--- src/rtl/hyperfabric_pkg.sv ---
// Shared widths, lane count and block-mover state encoding for the
// Gremlin-side fabric blocks.
package hyperfabric_pkg;

    localparam int ADDR_W_DEF = 12;
    localparam int CNT_W_DEF  = 6;
    localparam int DATA_W_DEF = 16;
    localparam int LANES      = 4;

    typedef enum logic {
        IDLE   = 1'b0,
        STREAM = 1'b1
    } mover_state_t;

endpackage

--- src/rtl/block_mover_skid.sv ---
// Two-entry holding pair (output register + skid) absorbing the one-cycle
// buffer read latency so a stalled stream never loses an in-flight word.
module block_mover_skid
    import hyperfabric_pkg::*;
#(
    parameter int DATA_W = DATA_W_DEF
) (
    input  logic              CLK,
    input  logic              RST,
    input  logic              flush,
    input  logic              rd_en,
    input  logic [DATA_W-1:0] rd_data,
    input  logic              out_ready,
    output logic              out_vld,
    output logic [DATA_W-1:0] out_data,
    output logic [1:0]        credits
);

    logic              vld_p1;
    logic              hold_vld_p2;
    logic              skid_vld_p2;
    logic [DATA_W-1:0] hold_data_p2;
    logic [DATA_W-1:0] skid_data_p2;
    logic              hold_vld_nxt;
    logic              skid_vld_nxt;
    logic [DATA_W-1:0] hold_data_nxt;
    logic [DATA_W-1:0] skid_data_nxt;
    logic              pop;

    // An arriving word is presented straight from the RAM when nothing is held.
    assign out_vld  = hold_vld_p2 | vld_p1;
    assign out_data = hold_vld_p2 ? hold_data_p2 : rd_data;
    assign credits  = 2'(hold_vld_p2) + 2'(skid_vld_p2) + 2'(vld_p1);
    assign pop      = out_vld & out_ready;

    always_comb begin
        hold_vld_nxt  = hold_vld_p2;
        hold_data_nxt = hold_data_p2;
        skid_vld_nxt  = skid_vld_p2;
        skid_data_nxt = skid_data_p2;
        if (!hold_vld_p2) begin
            hold_vld_nxt  = vld_p1 & ~pop;
            hold_data_nxt = rd_data;
        end else if (!skid_vld_p2) begin
            if (pop) begin
                hold_vld_nxt  = vld_p1;
                hold_data_nxt = rd_data;
            end else begin
                skid_vld_nxt  = vld_p1;
                skid_data_nxt = rd_data;
            end
        end else if (pop) begin
            hold_data_nxt = skid_data_p2;
            skid_vld_nxt  = 1'b0;
        end
    end

    // Stage p1: read issued last cycle, data on rd_data now.
    always_ff @(posedge CLK) begin
        if (!RST || flush) begin
            vld_p1      <= 1'b0;
            hold_vld_p2 <= 1'b0;
            skid_vld_p2 <= 1'b0;
        end else begin
            vld_p1      <= rd_en;
            hold_vld_p2 <= hold_vld_nxt;
            skid_vld_p2 <= skid_vld_nxt;
        end
    end

    // Stage p2: captured words, no reset needed behind the valid bits.
    always_ff @(posedge CLK) begin
        hold_data_p2 <= hold_data_nxt;
        skid_data_p2 <= skid_data_nxt;
    end

endmodule

--- src/rtl/block_mover.sv ---
// Streams a Gremlin-issued block of buffer words to one device lane and
// reports progress, completion IRQ toggle and termination cause.
module block_mover
    import hyperfabric_pkg::*;
#(
    parameter int ADDR_W = ADDR_W_DEF,
    parameter int CNT_W  = CNT_W_DEF,
    parameter int DATA_W = DATA_W_DEF
) (
    input  logic              CLK,
    input  logic              RST,
    input  logic              ISSUE,
    input  logic [ADDR_W-1:0] START,
    input  logic [CNT_W-1:0]  COUNT_REQ,
    input  logic [1:0]        SECTION,
    input  logic              ABORT,
    output logic [ADDR_W-1:0] MEM_ADDR,
    output logic              MEM_RE,
    input  logic [DATA_W-1:0] MEM_RDATA,
    output logic [DATA_W-1:0] DEV_DATA,
    output logic [LANES-1:0]  DEV_VALID,
    input  logic [LANES-1:0]  DEV_READY,
    input  logic [LANES-1:0]  DEV_ERR,
    output logic              WORKING,
    output logic [CNT_W-1:0]  COUNT_SENT,
    output logic              IRQ,
    output logic              ABRUPT_STOP,
    output logic              FRDRAM_DEVERR
);

    mover_state_t      state, state_nxt;
    logic              issue_q;
    logic [ADDR_W-1:0] next_addr;
    logic [CNT_W:0]    reads_left;
    logic [CNT_W:0]    words_left;
    logic [CNT_W:0]    req_words;
    logic [1:0]        section;
    logic [LANES-1:0]  lane_sel;
    logic              start, kill, accept, done, rd_en;
    logic              sel_ready, sel_err;
    logic              out_vld;
    logic [DATA_W-1:0] out_data;
    logic [1:0]        credits;

    assign req_words = (COUNT_REQ == '0) ? {1'b1, {CNT_W{1'b0}}} : {1'b0, COUNT_REQ};
    assign lane_sel  = LANES'(1) << section;
    assign sel_ready = DEV_READY[section];
    assign sel_err   = DEV_ERR[section];

    // ABORT held while idle swallows the command edge instead of deferring it.
    assign start  = (state == IDLE) && (ISSUE != issue_q) && !ABORT;
    assign kill   = (state == STREAM) && (ABORT || sel_err);
    assign accept = (state == STREAM) && out_vld && sel_ready;
    assign done   = accept && (words_left == (CNT_W+1)'(1));
    assign rd_en  = (state == STREAM) && (credits < 2'd2) && (reads_left != '0);

    assign MEM_RE    = rd_en;
    assign MEM_ADDR  = next_addr;
    assign WORKING   = (state == STREAM);
    assign DEV_VALID = (state == STREAM && out_vld) ? lane_sel : '0;
    assign DEV_DATA  = (DEV_VALID != '0) ? out_data : '0;

    always_ff @(posedge CLK) begin
        if (!RST) state <= IDLE;
        else      state <= state_nxt;
    end

    always_comb begin
        state_nxt = state;
        case (state)
            IDLE:    if (start) state_nxt = STREAM;
            STREAM:  if (kill || done) state_nxt = IDLE;
            default: state_nxt = IDLE;
        endcase
    end

    always_ff @(posedge CLK) begin
        if (!RST) begin
            issue_q       <= 1'b0;
            next_addr     <= '0;
            reads_left    <= '0;
            words_left    <= '0;
            section       <= '0;
            COUNT_SENT    <= '0;
            IRQ           <= 1'b0;
            ABRUPT_STOP   <= 1'b0;
            FRDRAM_DEVERR <= 1'b0;
        end else begin
            issue_q <= ISSUE;
            if (start) begin
                next_addr     <= START;
                reads_left    <= req_words;
                words_left    <= req_words;
                section       <= SECTION;
                COUNT_SENT    <= '0;
                ABRUPT_STOP   <= 1'b0;
                FRDRAM_DEVERR <= 1'b0;
            end else if (state == STREAM) begin
                if (rd_en) begin
                    next_addr  <= next_addr + ADDR_W'(1);
                    reads_left <= reads_left - (CNT_W+1)'(1);
                end
                if (accept) begin
                    COUNT_SENT <= COUNT_SENT + CNT_W'(1);
                    words_left <= words_left - (CNT_W+1)'(1);
                end
                if (kill) begin
                    ABRUPT_STOP   <= ABORT;
                    FRDRAM_DEVERR <= sel_err;
                end
                if (kill || done) IRQ <= ~IRQ;
            end
        end
    end

    block_mover_skid #(
        .DATA_W (DATA_W)
    ) u_skid (
        .CLK       (CLK),
        .RST       (RST),
        .flush     (kill),
        .rd_en     (rd_en),
        .rd_data   (MEM_RDATA),
        .out_ready (sel_ready),
        .out_vld   (out_vld),
        .out_data  (out_data),
        .credits   (credits)
    );

endmodule

--- config.mk ---
export PLATFORM = sky130hd
export DESIGN_NAME = block_mover
export DESIGN_NICKNAME = d
export VERILOG_FILES = /design/src/rtl/hyperfabric_pkg.sv /design/src/rtl/block_mover_skid.sv /design/src/rtl/block_mover.sv
export SDC_FILE = /design/constraint.sdc
export NUM_CORES = 1
export LEC_CHECK = 0
export BUFFER_PORTS_ARGS = -buffer_cell sky130_fd_sc_hd__buf_2
export CAP_MARGIN = 20
export CORE_ASPECT_RATIO = 1.4
export CORE_MARGIN = 5
export CORE_UTILIZATION = 50
export DETAILED_ROUTE_END_ITERATION = 6
export PLACE_DENSITY = 0.81
export SLEW_MARGIN = 20
export SYNTH_ARGS = -nofsm -noshare
export SYNTH_HDL_FRONTEND = slang
export SYNTH_SLANG_ARGS = --single-unit
--- constraint.sdc ---
create_clock -name CLK -period 5.8 [get_ports CLK]
set_input_delay 0.58 -clock CLK [delete_from_list [all_inputs] [get_ports CLK]]
set_output_delay 0.58 -clock CLK [all_outputs]
set_load 0.02 [all_outputs]
==> impl_metrics.json, run 1 <==
{
  "fin_ws_ns": 2.72,
  "cts_made_buffers": 9,
  "antenna_found_initial": 0,
  "min_path_type": "primary input to flop",
  "max_stage_delay_ns": 0.55,
  "port_buffers": 90,
  "clkTransAtPathRegs_ns": 0.08,
  "synth-edff-count": 32,
  "areaGrowthSynthToFinish_pct": 20.1,
  "insertion_delay_ns": 0.34,
  "pre_cts_slack_ns": 2.34,
  "core_mm2": 0.00703,
  "worstMarginPinSlew_ns": 0.735,
  "synth_area_mm2": 0.00363,
  "row_count": 36,
  "placed_area_mm2": 0.00413,
  "grt_pass1_vias": 2962,
  "die_h_um": 111,
  "grt_start_max_net_pins": 35,
  "finalSetupViolCount": 0,
  "wl_per_cell_um": 15.5,
  "fin_setup_tns_ns": 0,
  "die-area_mm2": 0.00908,
  "critPathSlowestCell": "o211ai_4",
  "root_buffer": "clkbuf_8",
  "p_per_area_mw_per_mm2": 274,
  "drt-initial-drc-count": 157,
  "synthesis.nets": 410,
  "groute.usage.overall_pct": 19.0,
  "peakVddDrop_mv": 0.252,
  "worstPathMaxFanout": 19,
  "die_w_um": 82.0,
  "wl_met2_um": 4220,
  "crit_buf_inv": 3,
  "finalCritPeriodShare_pct": 53.1,
  "maxSlewViolCount": 0,
  "post-route-drc-count": 0,
  "end_kind": "output port",
  "start_kind": "flop",
  "critPathKind": "flop to output port",
  "clock_skew_ns": 0.00739,
  "diodes": 0,
  "io_pins": 91,
  "yosys_warnings": 0,
  "routed.top_layer": "met4",
  "synthArstFlopShare_pct": 0,
  "cts_tree": "built",
  "routed-wl-met3_um": 441,
  "maxCapViolations": 0,
  "cp_top_family": "compound AO/OA/AOI/OAI gates",
  "synth_ff_type": "dfxtp_1",
  "relSlewSlack_pct": 51.0,
  "vias": 3009,
  "synth.distinct_cells": 54,
  "clkSinkCount": 74,
  "crit_chain": "inv_1, ha_1, or4b_4, o211ai_4, inv_4, buf_2",
  "max_freq_mhz": 325,
  "grt_overflow": 0,
  "drt_first_pass_iters": 4,
  "arrival_ns": 2.50,
  "avgSynthCellArea_um2": 10.2,
  "syn_inst": 355,
  "drive_gt1_share_pct": 31.1,
  "gp_congestion": 0.832,
  "grt_pass1_wl_um": 13800,
  "final_antenna_net_count": 0,
  "viasPerCell": 5.58,
  "cts.path.max_buffers": 2,
  "final_area_mm2": 0.00436,
  "status": "finished clean",
  "worst-endpoint-required_ns": 5.22,
  "nNetsFinal": 494,
  "post_cts_resized": 0,
  "htree_levels": 3,
  "hpwl_um": 5980,
  "p_leak_nw": 1.71,
  "rsz0062_at_grt": "false",
  "yosysSeqAreaShare_pct": 49.7,
  "start_util_pct": 51.6,
  "routed_wl_um": 8330,
  "ys_ff_latch": 74,
  "wl_met1_um": 3520,
  "layout_min_cycle_time_ns": 3.08,
  "final-hold-violation-count": 0,
  "cts-hold-fix-buffers": 0,
  "post_cts_buffers": 0
}
power by group:
group / switching [W] / internal, W
clock: 0.000197 / 0.000245
combinational: 0.0000889 / 0.0000642
sequential: 0.0000247 / 0.000573
total: 0.000311 / 0.000882
sequential cells by signal, indices dropped and copies added, names as in the netlist:
register	count
section	2
u_skid.hold_vld_p2	1
ABRUPT_STOP	1
COUNT_SENT	6
words_left	7
u_skid.vld_p1	1
issue_q	1
u_skid.skid_data_p2	16
u_skid.skid_vld_p2	1
reads_left	7
u_skid.hold_data_p2	16
WORKING	1
IRQ	1
FRDRAM_DEVERR	1
MEM_ADDR	12
routing by layer:
| layer | GRT usage (%) | vias to the layer above |
|---|---|---|
| li1 | - | 1489 |
| met1 | 23.5 | 1415 |
| met2 | 31.7 | 91 |
| met3 | 3.82 | 14 |
| met4 | 7.54 | 0 |
| met5 | 0 | - |
per-stage QoR:
| step | hold slack [ns] | total power, W | instances | util, % |
|---|---|---|---|---|
| 5_1_grt | 0.431 | 0.00125 | 539 | 62.0 |
| 3_5_place_dp | 0.464 | 0.000761 | 523 | 58.8 |
| 2_1_floorplan | 0.444 | 0.000707 | 355 | - |
| 3_3_place_gp | 0.449 | 0.000752 | 522 | 58.6 |
| 4_1_cts | 0.435 | 0.00120 | 539 | 62.0 |
| 6_report | 0.445 | 0.00119 | 539 | 62.0 |
worst register-to-register path: stages (launching register included):
cell and delay, ns:
dfxtp_1 0.48, mux4_2 0.66, nand2b_1 0.19, nand2_1 0.45, nor2_2 0.77
final cells by class:
type | count | area [um2]
clock buffers | 9 | 124
clock inverters | 7 | 101
fillers | 605 | 2670
inverters | 14 | 55.1
multi-input cells | 249 | 1690
flip-flops and latches | 74 | 1800
well taps | 95 | 119
repair buffers | 91 | 462
path summary, 6_finish.rpt:
kind	from	endpoint	slack (ns)	cells after the start
max reg2reg	section[0]$_SDFFE_PN0P_	u_skid.skid_data_p2[5]$_DFFE_PP_	2.88	4
max	reads_left[0]$_SDFFE_PN0P_	MEM_RE	2.72	6
min reg2reg	reads_left[0]$_SDFFE_PN0P_	reads_left[0]$_SDFFE_PN0P_	0.47	2
min	MEM_RDATA[1]	u_skid.skid_data_p2[1]$_DFFE_PP_	0.45	1
cells by family after synthesis:
kind of cell             share of synthesized area (%)
AND/OR/NAND/NOR                                   18.2
buffers and inverters                             3.72
XOR/XNOR                                          1.45
multiplexers                                      12.5
AO/OA/AOI/OAI                                     12.1
flip-flops                                        49.7
adder cells (fa/ha/maj)                           2.41
cell usage in the layout (no fill, tap or decap), drive strengths merged, types with 5 or more instances in the layout:
master | netlist | final
a21oi | 13 | 13
a31oi | 10 | 10
and2 | 5 | 5
buf | 4 | 91
clkbuf | 14 | 9
dfxtp | 42 | 42
edfxtp | 32 | 32
ha | 7 | 7
inv | 13 | 14
mux2 | 19 | 19
mux2i | 19 | 19
nand2 | 33 | 33
nand3 | 13 | 13
nand4 | 10 | 10
nor2 | 34 | 34
nor3 | 11 | 11
o211ai | 5 | 5
o21ai | 11 | 11
or4 | 6 | 6
synthesized netlist by cell type, types with 5 or more instances:
library cell | n | area [um2]
nor3_1 | 11 | 55.1
nand3_1 | 13 | 65.1
o21ai_0 | 11 | 55.1
mux2_2 | 18 | 203
clkbuf_1 | 14 | 52.6
inv_1 | 12 | 45.0
or4_1 | 6 | 45.0
dfxtp_1 | 42 | 841
nor2_1 | 34 | 128
nand2_1 | 33 | 124
mux2i_1 | 19 | 190
and2_1 | 5 | 31.3
ha_1 | 7 | 87.6
a21oi_1 | 13 | 65.1
edfxtp_1 | 32 | 961
a31oi_1 | 10 | 62.6
nand4_1 | 10 | 62.6
Power figures use the tool's default switching activity.
==> run 2: changes to the inputs <==
ABC_AREA = 1   (was default)
PLACE_DENSITY = 0.8   (was 0.81)
clock period = 3.2 ns   (was 5.8 ns; I/O delays follow)
==> run 2 against run 1 <==
Flip-flop and latch count stayed put; die area up 7.5%; combinational power increased to 2.9 times the previous value.
==> impl_metrics.json, run 2 <==
{
  "rr_worst_depth": 9,
  "antenna_found_initial": 0,
  "yosysTopAreaCell": "edfxtp_1",
  "critPathKind": "flop to output port",
  "yosys_warnings": 0,
  "cts.path.max_buffers": 2,
  "synthArstFlopShare_pct": 0,
  "finalSetupViolCount": 0,
  "final_cell_mix": "137 x nand2_1, 90 x buf_2, 55 x nor2_1, 45 x a21oi_1, 42 x dfxtp_1",
  "status": "finished clean",
  "synth_area_leaders": "edfxtp_1 24%, dfxtp_1 21%, nand2_1 13%",
  "r2r-end": "MEM_ADDR[1]$_SDFFE_PN0P_",
  "worstMarginPinSlew_ns": 0.814,
  "start_kind": "flop",
  "min_to": "u_skid.skid_data_p2[11]$_DFFE_PP_",
  "grt_pass1_wl_um": 15500,
  "die_w_um": 85.0,
  "min_path_type": "primary input to flop",
  "maxCapViolations": 0,
  "post_cts_resized": 0,
  "arrival_ns": 2.49,
  "post-route-util_pct": 60.1,
  "row_count": 38,
  "yosysSeqAreaShare_pct": 45.8,
  "insertion_delay_ns": 0.35,
  "io_pins": 91,
  "worst-endpoint-required_ns": 2.88,
  "whs_path_depth": 1,
  "synth_commonest_cells": "137 x nand2_1, 55 x nor2_1, 45 x a21oi_1",
  "synth-edff-count": 32,
  "rsz0062_at_grt": "false",
  "synth_ff_type": "dfxtp_1",
  "holdCritStartpoint": "MEM_RDATA[11]",
  "yosysTopAreaCellShare_pct": 24.4,
  "synth.distinct_cells": 37,
  "port_buffers": 90,
  "r2r_start": "u_skid.hold_vld_p2$_SDFF_PP0_",
  "layout_min_cycle_time_ns": 2.81,
  "drive_gt1_share_pct": 24.6,
  "grt_pass1_vias": 3415,
  "nNetsFinal": 636,
  "root_buffer": "clkbuf_8",
  "cts_tree": "built",
  "hpwl_um": 6910,
  "viasPerCell": 5.18,
  "clkTransAtPathRegs_ns": 0.08,
  "drt_first_pass_iters": 4,
  "groute.usage.overall_pct": 19.7,
  "p_leak_nw": 2.11,
  "die_h_um": 115,
  "cts_made_buffers": 9,
  "p_per_area_mw_per_mm2": 495,
  "syn_inst": 492,
  "start_util_pct": 51.1,
  "die-area_mm2": 0.00977,
  "end_kind": "output port",
  "grt_overflow": 0,
  "routed_wl_um": 9360,
  "wl_per_cell_um": 13.6,
  "drt-initial-drc-count": 121,
  "ys_ff_latch": 74,
  "post_cts_buffers": 0,
  "clock_skew_ns": 0.00642,
  "peakVddDrop_mv": 0.270,
  "synth_area_mm2": 0.00393,
  "post-route-drc-count": 0,
  "gp_congestion": 0.858,
  "synthesis.nets": 547,
  "vias": 3555,
  "avgSynthCellArea_um2": 8.00,
  "grt_start_max_net_pins": 25,
  "fin_setup_tns_ns": 0,
  "relSlewSlack_pct": 45.6,
  "clkSinkCount": 74,
  "rrSetupSlack_ns": 0.67,
  "areaGrowthSynthToFinish_pct": 17.7,
  "final_antenna_net_count": 0,
  "finalCritPeriodShare_pct": 87.8,
  "diodes": 0,
  "cts-hold-fix-buffers": 0,
  "maxSlewViolCount": 0,
  "final-hold-violation-count": 0,
  "synth_most_common_cell": "nand2_1",
  "layout.cells.most_common": "nand2_1",
  "core_mm2": 0.00770,
  "htree_levels": 3,
  "max_freq_mhz": 356,
  "worstPathMaxFanout": 22
}
run 2: cell types whose count changed after synthesis, sizes merged, moves of 19 or more:
cell,previous run,this run
a21oi,13,50
inv,13,36
mux2i,19,0
nand2,33,142
nand3,13,32
nor2,34,55
run 2: cells by family (layout without fill, tap and decap cells):
| group | after synthesis | count (layout) | synth area share (%) |
|---|---|---|---|
| AOI/OAI and AO/OA | 79 | 79 | 10.9 |
| xor gates and xnor gates | 13 | 13 | 2.89 |
| adders and majority gates | 7 | 7 | 2.23 |
| buffers and inverters | 57 | 151 | 6.68 |
| DFF | 74 | 74 | 45.8 |
| muxes | 16 | 16 | 4.58 |
| and+or+nand+nor | 246 | 246 | 26.9 |
run 2: power breakdown:
group          switching, W  internal, W  leakage (nW)
registers         0.0000659      0.00106         0.657
logic              0.000281     0.000166          1.35
clock network      0.000358     0.000358        0.0970
total              0.000706      0.00159          2.11
run 2: final cells by class:
cell class                 count  area, um2
clock inverter                 7       68.8
multi-input combinational    361       1870
fill                         722       3070
sequential                    74       1800
timing repair buffer          95        488
clock buffer                   9        124
inverter                      40        151
tap                          100        125
run 2: how the worst max path moves through the flow:
stage,startpoint,to
after floorplan,u_skid.hold_vld_p2$_SDFF_PP0_,u_skid.skid_data_p2[0]$_DFFE_PP_
after global placement,u_skid.hold_vld_p2$_SDFF_PP0_,reads_left[1]$_SDFFE_PN0P_
after detailed placement,u_skid.hold_vld_p2$_SDFF_PP0_,MEM_ADDR[1]$_SDFFE_PN0P_
after CTS,u_skid.hold_vld_p2$_SDFF_PP0_,DEV_DATA[15]
after global routing,u_skid.hold_vld_p2$_SDFF_PP0_,DEV_DATA[15]
final,u_skid.hold_vld_p2$_SDFF_PP0_,DEV_DATA[15]
run 2: critical path: stages, from the launching register on:
cell and delay, ns:
dfxtp_1 0.42, buf_4 0.26, clkinv_1 0.12, ha_1 0.20, inv_1 0.07, nand2_1 0.46, a21oi_1 0.39, buf_2 0.22
run 2: per-stage QoR:
stage	cell area, um2	hold slack (ns)	setup WS (ns)	power (W)	cells
2_1_floorplan	3930	0.413	0.637	0.00146	492
6_report	4630	0.170	0.389	0.00229	686
3_5_place_dp	4440	0.460	0.691	0.00159	670
3_3_place_gp	4440	0.448	0.820	0.00157	670
4_1_cts	4630	0.154	0.367	0.00231	686
5_1_grt	4630	0.156	0.253	0.00242	686
run 2: layer usage:
layer	share of wire, %	track usage [%]	up-vias
met3	5.0	4.01	17
li1	-	-	1799
met5	0	0	-
met2	51	34.4	104
met4	2.3	10.2	0
met1	42	22.6	1635
